File: config.mk
export PLATFORM = sky130hd
export DESIGN_NAME = hd_stim_src
export DESIGN_NICKNAME = d
export VERILOG_FILES = /design/src/rtl/hd_stim_src_pkg.sv /design/src/rtl/hd_stim_src_lfsr16.sv /design/src/rtl/hd_stim_src.sv
export SDC_FILE = /design/constraint.sdc
export NUM_CORES = 1
export LEC_CHECK = 0
export CAP_MARGIN = 20
export CORE_MARGIN = 5
export CORE_UTILIZATION = 54
export CTS_CLUSTER_DIAMETER = 40
export DETAILED_ROUTE_END_ITERATION = 6
export PLACE_DENSITY_LB_ADDON = 0.2
export RECOVER_POWER = 100
export SYNTH_ARGS = -nofsm -noshare
export SYNTH_HDL_FRONTEND = slang
export SYNTH_SLANG_ARGS = --single-unit
File: constraint.sdc
create_clock -name clk -period 3.6 [get_ports clk]
set_clock_uncertainty 0.2 [all_clocks]
set_input_delay 0.72 -clock clk [delete_from_list [all_inputs] [get_ports clk]]
set_output_delay 0.72 -clock clk [all_outputs]
set_load 0.05 [all_outputs]
File: src/rtl/hd_stim_src_pkg.sv
// Shared definitions for the Hamming-encoder stimulus source.
//   DATA_W_DEF / CNT_W_DEF : default data word and word-count widths
//   LFSR_SEED_DEF          : default non-zero LFSR start state
//   LFSR_MASK              : Galois feedback mask of the 16-bit LFSR
//   state_t                : stimulus FSM state encoding
//   lfsr_step()            : one Galois LFSR step
package hd_stim_src_pkg;

  localparam int          DATA_W_DEF    = 4;
  localparam int          CNT_W_DEF     = 16;
  localparam logic [15:0] LFSR_SEED_DEF = 16'hACE1;
  localparam logic [15:0] LFSR_MASK     = 16'hB400;

  typedef enum logic [1:0] {
    ST_IDLE = 2'd0,
    ST_RUN  = 2'd1,
    ST_DONE = 2'd2
  } state_t;

  // Shift right and fold the mask in when a one falls out of bit 0.
  // A non-zero state can never map to zero.
  function automatic logic [15:0] lfsr_step(input logic [15:0] s);
    return (s >> 1) ^ (s[0] ? LFSR_MASK : 16'h0000);
  endfunction

endpackage

File: src/rtl/hd_stim_src_lfsr16.sv
// 16-bit Galois LFSR used as the pseudo-random word generator.
// Ports:
//   clk     : clock, posedge
//   rst     : synchronous active-high reset, returns the state to SEED
//   load    : reload SEED (takes priority over advance)
//   advance : step the LFSR once
//   word    : low OUT_W bits of the current LFSR state
module hd_lfsr16
  import hd_stim_src_pkg::*;
#(
  parameter logic [15:0] SEED  = LFSR_SEED_DEF,
  parameter int          OUT_W = DATA_W_DEF
) (
  input  logic             clk,
  input  logic             rst,
  input  logic             load,
  input  logic             advance,
  output logic [OUT_W-1:0] word
);

  logic [15:0] lfsr_reg;

  always_ff @(posedge clk) begin
    if (rst || load) begin
      lfsr_reg <= SEED;
    end else if (advance) begin
      lfsr_reg <= lfsr_step(lfsr_reg);
    end
  end

  assign word = lfsr_reg[OUT_W-1:0];

endmodule

File: src/rtl/hd_stim_src.sv
// Stimulus source for the Hamming encoder bench. On a start request in IDLE
// it emits num_words data words over a valid/ready handshake, either as an
// incrementing count or as the low bits of a 16-bit Galois LFSR.
// Ports:
//   clk, rst   : clock (posedge) and synchronous active-high reset
//   start      : start request, only looked at in IDLE
//   mode       : 0 = incrementing, 1 = LFSR; latched on start
//   num_words  : words to emit; latched on start (0 gives an empty run)
//   out_data   : word presented to the encoder
//   out_valid  : out_data is valid
//   out_ready  : encoder accepts the word
//   busy       : high while words are being emitted
//   done       : one-cycle pulse when a run completes
//   word_cnt   : words accepted in the current or last run
module hd_stim_src
  import hd_stim_src_pkg::*;
#(
  parameter int          DATA_W    = DATA_W_DEF,
  parameter int          CNT_W     = CNT_W_DEF,
  parameter logic [15:0] LFSR_SEED = LFSR_SEED_DEF
) (
  input  logic              clk,
  input  logic              rst,
  input  logic              start,
  input  logic              mode,
  input  logic [CNT_W-1:0]  num_words,
  output logic [DATA_W-1:0] out_data,
  output logic              out_valid,
  input  logic              out_ready,
  output logic              busy,
  output logic              done,
  output logic [CNT_W-1:0]  word_cnt
);

  state_t              state_reg;
  logic                mode_reg;
  logic [CNT_W-1:0]    num_reg;
  logic [DATA_W-1:0]   inc_reg;
  logic                out_valid_reg;
  logic                busy_reg;
  logic                done_reg;
  logic [CNT_W-1:0]    word_cnt_reg;
  logic [DATA_W-1:0]   lfsr_word;

  logic                start_ok;
  logic                xfer;
  logic                last_xfer;

  assign start_ok = (state_reg == ST_IDLE) && start;
  assign xfer     = (state_reg == ST_RUN) && out_valid_reg && out_ready;
  // Compare one bit wider so a full-scale num_words never wraps.
  assign last_xfer = ({1'b0, word_cnt_reg} + 1'b1) == {1'b0, num_reg};

  hd_lfsr16 #(
    .SEED  (LFSR_SEED),
    .OUT_W (DATA_W)
  ) u_lfsr (
    .clk     (clk),
    .rst     (rst),
    .load    (start_ok),
    .advance (xfer),
    .word    (lfsr_word)
  );

  always_ff @(posedge clk) begin
    if (rst) begin
      state_reg     <= ST_IDLE;
      mode_reg      <= 1'b0;
      num_reg       <= '0;
      inc_reg       <= '0;
      out_valid_reg <= 1'b0;
      busy_reg      <= 1'b0;
      done_reg      <= 1'b0;
      word_cnt_reg  <= '0;
    end else begin
      case (state_reg)
        ST_IDLE: begin
          done_reg <= 1'b0;
          if (start) begin
            mode_reg     <= mode;
            num_reg      <= num_words;
            word_cnt_reg <= '0;
            inc_reg      <= '0;
            if (num_words == '0) begin
              state_reg     <= ST_DONE;
              done_reg      <= 1'b1;
              busy_reg      <= 1'b0;
              out_valid_reg <= 1'b0;
            end else begin
              state_reg     <= ST_RUN;
              busy_reg      <= 1'b1;
              out_valid_reg <= 1'b1;
            end
          end
        end
        ST_RUN: begin
          if (xfer) begin
            word_cnt_reg <= word_cnt_reg + 1'b1;
            inc_reg      <= inc_reg + 1'b1;
            if (last_xfer) begin
              state_reg     <= ST_DONE;
              out_valid_reg <= 1'b0;
              busy_reg      <= 1'b0;
              done_reg      <= 1'b1;
            end
          end
        end
        ST_DONE: begin
          done_reg  <= 1'b0;
          state_reg <= ST_IDLE;
        end
        default: begin
          state_reg     <= ST_IDLE;
          out_valid_reg <= 1'b0;
          busy_reg      <= 1'b0;
          done_reg      <= 1'b0;
        end
      endcase
    end
  end

  // Both generators are registers that only move on a transfer or a start,
  // so the selected word is stable for as long as the encoder stalls.
  assign out_data  = mode_reg ? lfsr_word : inc_reg;
  assign out_valid = out_valid_reg;
  assign busy      = busy_reg;
  assign done      = done_reg;
  assign word_cnt  = word_cnt_reg;

endmodule

==> results of run 1 <==
==> through the flow <==
step | power [mW] | utilization | cells
2_1_floorplan | 0.790 | - | 367
3_3_place_gp | 0.854 | 0.642 | 459
3_5_place_dp | 0.857 | 0.642 | 459
4_1_cts | 1.51 | 0.685 | 475
5_1_grt | 1.56 | 0.679 | 475
6_report | 1.50 | 0.679 | 475
==> layer usage <==
layer / vias to the layer above / global-route usage
li1: 1339 / -
met1: 1234 / 0.281
met2: 106 / 0.328
met3: 20 / 0.0465
met4: 0 / 0.0951
met5: - / 0
==> area by class of cell <==
| type | count | area [um^2] |
|---|---|---|
| sequential | 57 | 1140 |
| inverter | 4 | 15.0 |
| timing repair buffer | 50 | 472 |
| fill | 478 | 1650 |
| clock inverter | 5 | 78.8 |
| clock buffer | 11 | 141 |
| multi-input combinational | 278 | 1550 |
| tap | 70 | 87.6 |
==> cells in the mapped netlist, types with 5 or more instances <==
library cell / n
nand2_1: 75
dfxtp_1: 57
a21oi_1: 48
nor2_1: 22
xnor2_1: 21
clkbuf_1: 18
o21ai_0: 15
nand3_1: 12
nor3_1: 8
nand2b_1: 6
nand4_1: 6
a31oi_1: 5
buf_4: 5
nor4_1: 5
==> critical path: stages <==
cell and delay, ns:
dlygate4sd3_1 0.57, nand2b_1 0.12, nand2b_1 0.11, clkbuf_1 0.57, nand2_1 0.45, nand4_1 0.23
xor2_1 0.17, nor2_1 0.05
==> power by group through the flow <==
stage | combinational (mW) | sequential (mW) | clock (mW)
final | 0.164 | 0.671 | 0.664
after global routing | 0.180 | 0.674 | 0.702
after CTS | 0.173 | 0.671 | 0.668
after detailed placement | 0.172 | 0.685 | 0
after global placement | 0.170 | 0.684 | 0
after floorplan | 0.105 | 0.685 | 0
==> worst max path at each step <==
stage                              end  slack [ns]
after floorplan           state_reg[0]        0.72
after global placement    state_reg[0]        0.85
after detailed placement  state_reg[0]        0.76
after CTS                  out_data[3]        0.80
after global routing        inc_reg[3]        0.39
final                       inc_reg[3]        0.63
==> logic make-up after synthesis <==
logic type	after synthesis	share of synthesized area
and+or+nand+nor	160	0.266
AOI/OAI and AO/OA	85	0.172
DFF	57	0.397
buffers and inverters	32	0.0570
xor gates and xnor gates	25	0.0761
muxes	6	0.0231
adders and majority gates	2	0.00870
==> out/metrics.yaml, run 1 <==
grt.total_usage: 0.212
antenna_left: 0
die_w_um: 83.0
yosysUniqueCellTypes: 48
fin_crit_ns: 2.97
cp.required_ns: 3.62
syn2layout_area_growth_pct: 21.3
drc: 0
drv_slew: 0
r2r_cells: 8
wl_met3_um: 446
finalSetupViolations: 0
gp_congestion: 0.911
crit_start: "start"
grt_max_degree: 35
ys_warn_count: 0
setup_tns_ns: 0
crit_path_start_kind: "input pin"
status: "finished clean"
worstPathArrival_ns: 2.99
slew_headroom: 0.499
r2r_slack_ns: 0.69
yosysTopAreaCellShare: 0.397
min_path_type: "reg -> reg"
cp_max_fo: 19
setup_ws_ns: 0.626
timing.final.crit_share: 0.826
p_leak_nw: 1.34
max_freq_mhz: 336
cts-root-buf: "clkbuf_8"
insertedDiodeCount: 0
portBuffers: 43
p_int_mw: 1.12
clk_path_buf_depth: 2
whs_path_depth: 2
place_ws_ns: 0.756
synth_area_per_cell_um2: 7.84
top_layer_used: "met4"
overflow: 0
drt-vias-per-instance: 5.68
dpl-instance-area_um2: 3300
endpoint_kind: "flop"
clkPwrFrac: 0.443
synthCells: 367
dr.pass1.iters: 7
synth_area_um2: 2880
antenna_found_initial: 0
rsz0062_at_grt: "no"
wl_met2_um: 3220
path_class: "in -> reg"
initial_core_util: 0.560
synth-seq-cells: 57
tritoncts: "yes"
worst_pin_slew_ns: 0.752
ir_worst_vdd_mv: 0.280
final_cell_mix: "nand2_1 (75), dfxtp_1 (57), a21oi_1 (48)"
final_common_cell: "nand2_1"
clkLatencyLatePin_ns: 0.34
drt-initial-drc-count: 182
cts_hold_buf: 0
place_hpwl_um: 5110
synthArstFlopShare: 0
wl_met1_um: 3370
drive_gt1_frac: 0.0667
clk_pin_slew_ns: 0.06
cts_made_buffers: 9
wire_per_inst_um: 15.1
routed-via-count: 2699
num-nets-final: 423
ys_top_cells_by_area: "dfxtp_1 (40%), nand2_1 (9.8%), a21oi_1 (8.4%)"
switching_power_uw: 374
swShare: 0.250
pin_count: 44
seq_area_frac_synth: 0.397
fin_area_um2: 3490
postCtsSetupBuffers: 0
holdWs_ns: 0.252
cap_violations: 0
dieArea_um2: 6890
hold_viol_final: 0
synth_ff_type: "dfxtp_1"
fp.coreArea_um2: 5140
min_to: "u_lfsr.lfsr_reg[8]"
first_global_vias: 2428
die_h_um: 83.0
r2r-start: "word_cnt[0]"
r2r_end: "state_reg[0]"
hold_start: "u_lfsr.lfsr_reg[9]"
syn_nets: 390
comb_power_share: 0.110
synth.largest_area_cell: "dfxtp_1"
pwr-share-seq: 0.448
row_count: 26
grt_pass1_wl_um: 11800
numClockSinks: 57
wirelength_um: 7190
power-per-cell-area_nw_per_um2: 430
h-tree-depth: 3
synth_enable_flop_cells: 0
ctsResizeCount: 0
Power figures use the tool's default switching activity.
==> run 2, diff against run 1 <==
--- a/config.mk
+++ b/config.mk
@@ -7,7 +7,7 @@
 export LEC_CHECK = 0
 export CAP_MARGIN = 20
 export CORE_MARGIN = 5
-export CORE_UTILIZATION = 54
+export CORE_UTILIZATION = 48
 export CTS_CLUSTER_DIAMETER = 40
 export DETAILED_ROUTE_END_ITERATION = 6
 export PLACE_DENSITY_LB_ADDON = 0.2
==> constraint.sdc (replaced) <==
create_clock -name clk -period 2.7 [get_ports clk]
set_clock_uncertainty 0.2 [all_clocks]
set_input_delay 0.54 -clock clk [delete_from_list [all_inputs] [get_ports clk]]
set_output_delay 0.54 -clock clk [all_outputs]
set_load 0.05 [all_outputs]
==> run 2 against run 1 <==
  * Clock power grew 8.7%
  * Routed wire length is 1.7% higher
  * Via count down 0.59%
  * Critical path type is now reg -> out
  * Cell count is 3.2% higher
  * Global-route usage is 0.70 points lower
  * Highest routed layer unchanged
  * Combinational power increased by 38%
  * Sequential cell count unchanged
  * Sequential share of layout area down 0.51 points
==> out/metrics.yaml, run 2 (same netlist as run 1, synthesis figures left out) <==
status: "finished clean"
rsz0062_at_grt: "no"
clk_path_buf_depth: 2
fin_area_um2: 3550
initial_core_util: 0.489
cts_hold_buf: 0
cp-endpoint: "out_data[3]"
worstPathArrival_ns: 1.85
cp_max_fo: 5
postCtsSetupBuffers: 0
portBuffers: 43
wire_per_inst_um: 14.9
final_cell_mix: "nand2_1 (75), dfxtp_1 (55), a21oi_1 (48)"
die_w_um: 87.4
endpoint_kind: "output port"
grt_pass1_wl_um: 12100
hold_viol_final: 0
insertedDiodeCount: 0
max_freq_mhz: 386
r2r_end: "state_reg[0]"
worst_pin_slew_ns: 0.861
cts_made_buffers: 9
row_count: 28
clkLatencyLatePin_ns: 0.34
power-per-cell-area_nw_per_um2: 519
antenna_found_initial: 0
overflow: 0
pin_count: 44
antenna_left: 0
tritoncts: "yes"
crit_path_start_kind: "flop"
gp_congestion: 0.840
drt-initial-drc-count: 188
grt.total_usage: 0.205
cts-root-buf: "clkbuf_8"
clk_pin_slew_ns: 0.07
r2r_slack_ns: 0.18
fin_util: 0.604
wirelength_um: 7310
timing.final.crit_share: 0.959
final_common_cell: "nand2_1"
cp.required_ns: 1.96
dr.pass1.iters: 4
path_class: "reg -> out"
ctsResizeCount: 0
first_global_vias: 2533
drt-vias-per-instance: 5.48
p_leak_nw: 1.36
fp.coreArea_um2: 5890
crit_start: "mode_reg"
place_hpwl_um: 5370
routed-via-count: 2683
r2r_cells: 8
holdWs_ns: 0.258
setup_tns_ns: 0
slew_headroom: 0.424
h-tree-depth: 3
die_h_um: 87.4
grt_max_degree: 35
drive_gt1_frac: 0.104
syn2layout_area_growth_pct: 23.5
drv_slew: 0
cap_violations: 0
dpl-instance-area_um2: 3380
numClockSinks: 57
ir_worst_vdd_mv: 0.341
r2r-start: "word_cnt[0]"
dieArea_um2: 7640
drc: 0
fin_crit_ns: 2.59
min_path_type: "reg -> reg"
finalSetupViolations: 0
num-nets-final: 433
## run 2: changes by cell type in the layout (fill, tap and decap cells not counted), sizes merged
cell	previous run	this run
buf	4	14
bufinv	2	0
clkdlybuf4s50	19	23
clkinvlp	0	2
dlygate4sd3	24	20
inv	4	5
clkbuf	14	13
## run 2: cell type report
type	count	area [um^2]
Clock buffer	10	138
Clock inverter	6	42.5
Fill cell	555	2330
Inverter	4	15.0
Multi-Input combinational cell	278	1570
Sequential cell	57	1140
Tap cell	75	93.8
Timing Repair Buffer	60	548
## run 2: power by group
| group | internal, mW | leakage (nW) | total (mW) | switching, mW |
|---|---|---|---|---|
| logic | 0.0931 | 0.811 | 0.227 | 0.134 |
| registers | 0.867 | 0.464 | 0.894 | 0.0266 |
| clock network | 0.358 | 0.0887 | 0.722 | 0.364 |
## run 2: per-stage QoR
stage          worst slack, ns  power [mW]  std cells
3_3_place_gp            0.0996        1.14        474
4_1_cts                 0.0856        1.86        490
6_report                 0.112        1.84        490
5_1_grt                 0.0347        1.92        490
2_1_floorplan           0.0235        1.05        367
3_5_place_dp            0.0363        1.14        474
## run 2: how the worst min path moves through the flow
stage / start / to / slack, ns / cells after the start
after floorplan: u_lfsr.lfsr_reg[5] / u_lfsr.lfsr_reg[4] / 0.23 / 2
after global placement: u_lfsr.lfsr_reg[5] / u_lfsr.lfsr_reg[4] / 0.24 / 2
after detailed placement: u_lfsr.lfsr_reg[5] / u_lfsr.lfsr_reg[4] / 0.24 / 2
after CTS: u_lfsr.lfsr_reg[4] / u_lfsr.lfsr_reg[3] / 0.26 / 2
after global routing: u_lfsr.lfsr_reg[4] / u_lfsr.lfsr_reg[3] / 0.27 / 2
final: u_lfsr.lfsr_reg[4] / u_lfsr.lfsr_reg[3] / 0.26 / 2
## run 2: critical path, stage by stage, from the launching register on
cell	delay, ns
dfxtp_1	0.44
mux2_2	0.36
clkdlybuf4s50_1	0.71
## run 2: routing by layer
layer  track usage  routed length (um)
met1         0.285                3490
met2         0.307                3230
met3        0.0350                 440
met4        0.0934                 153
met5             0                   0
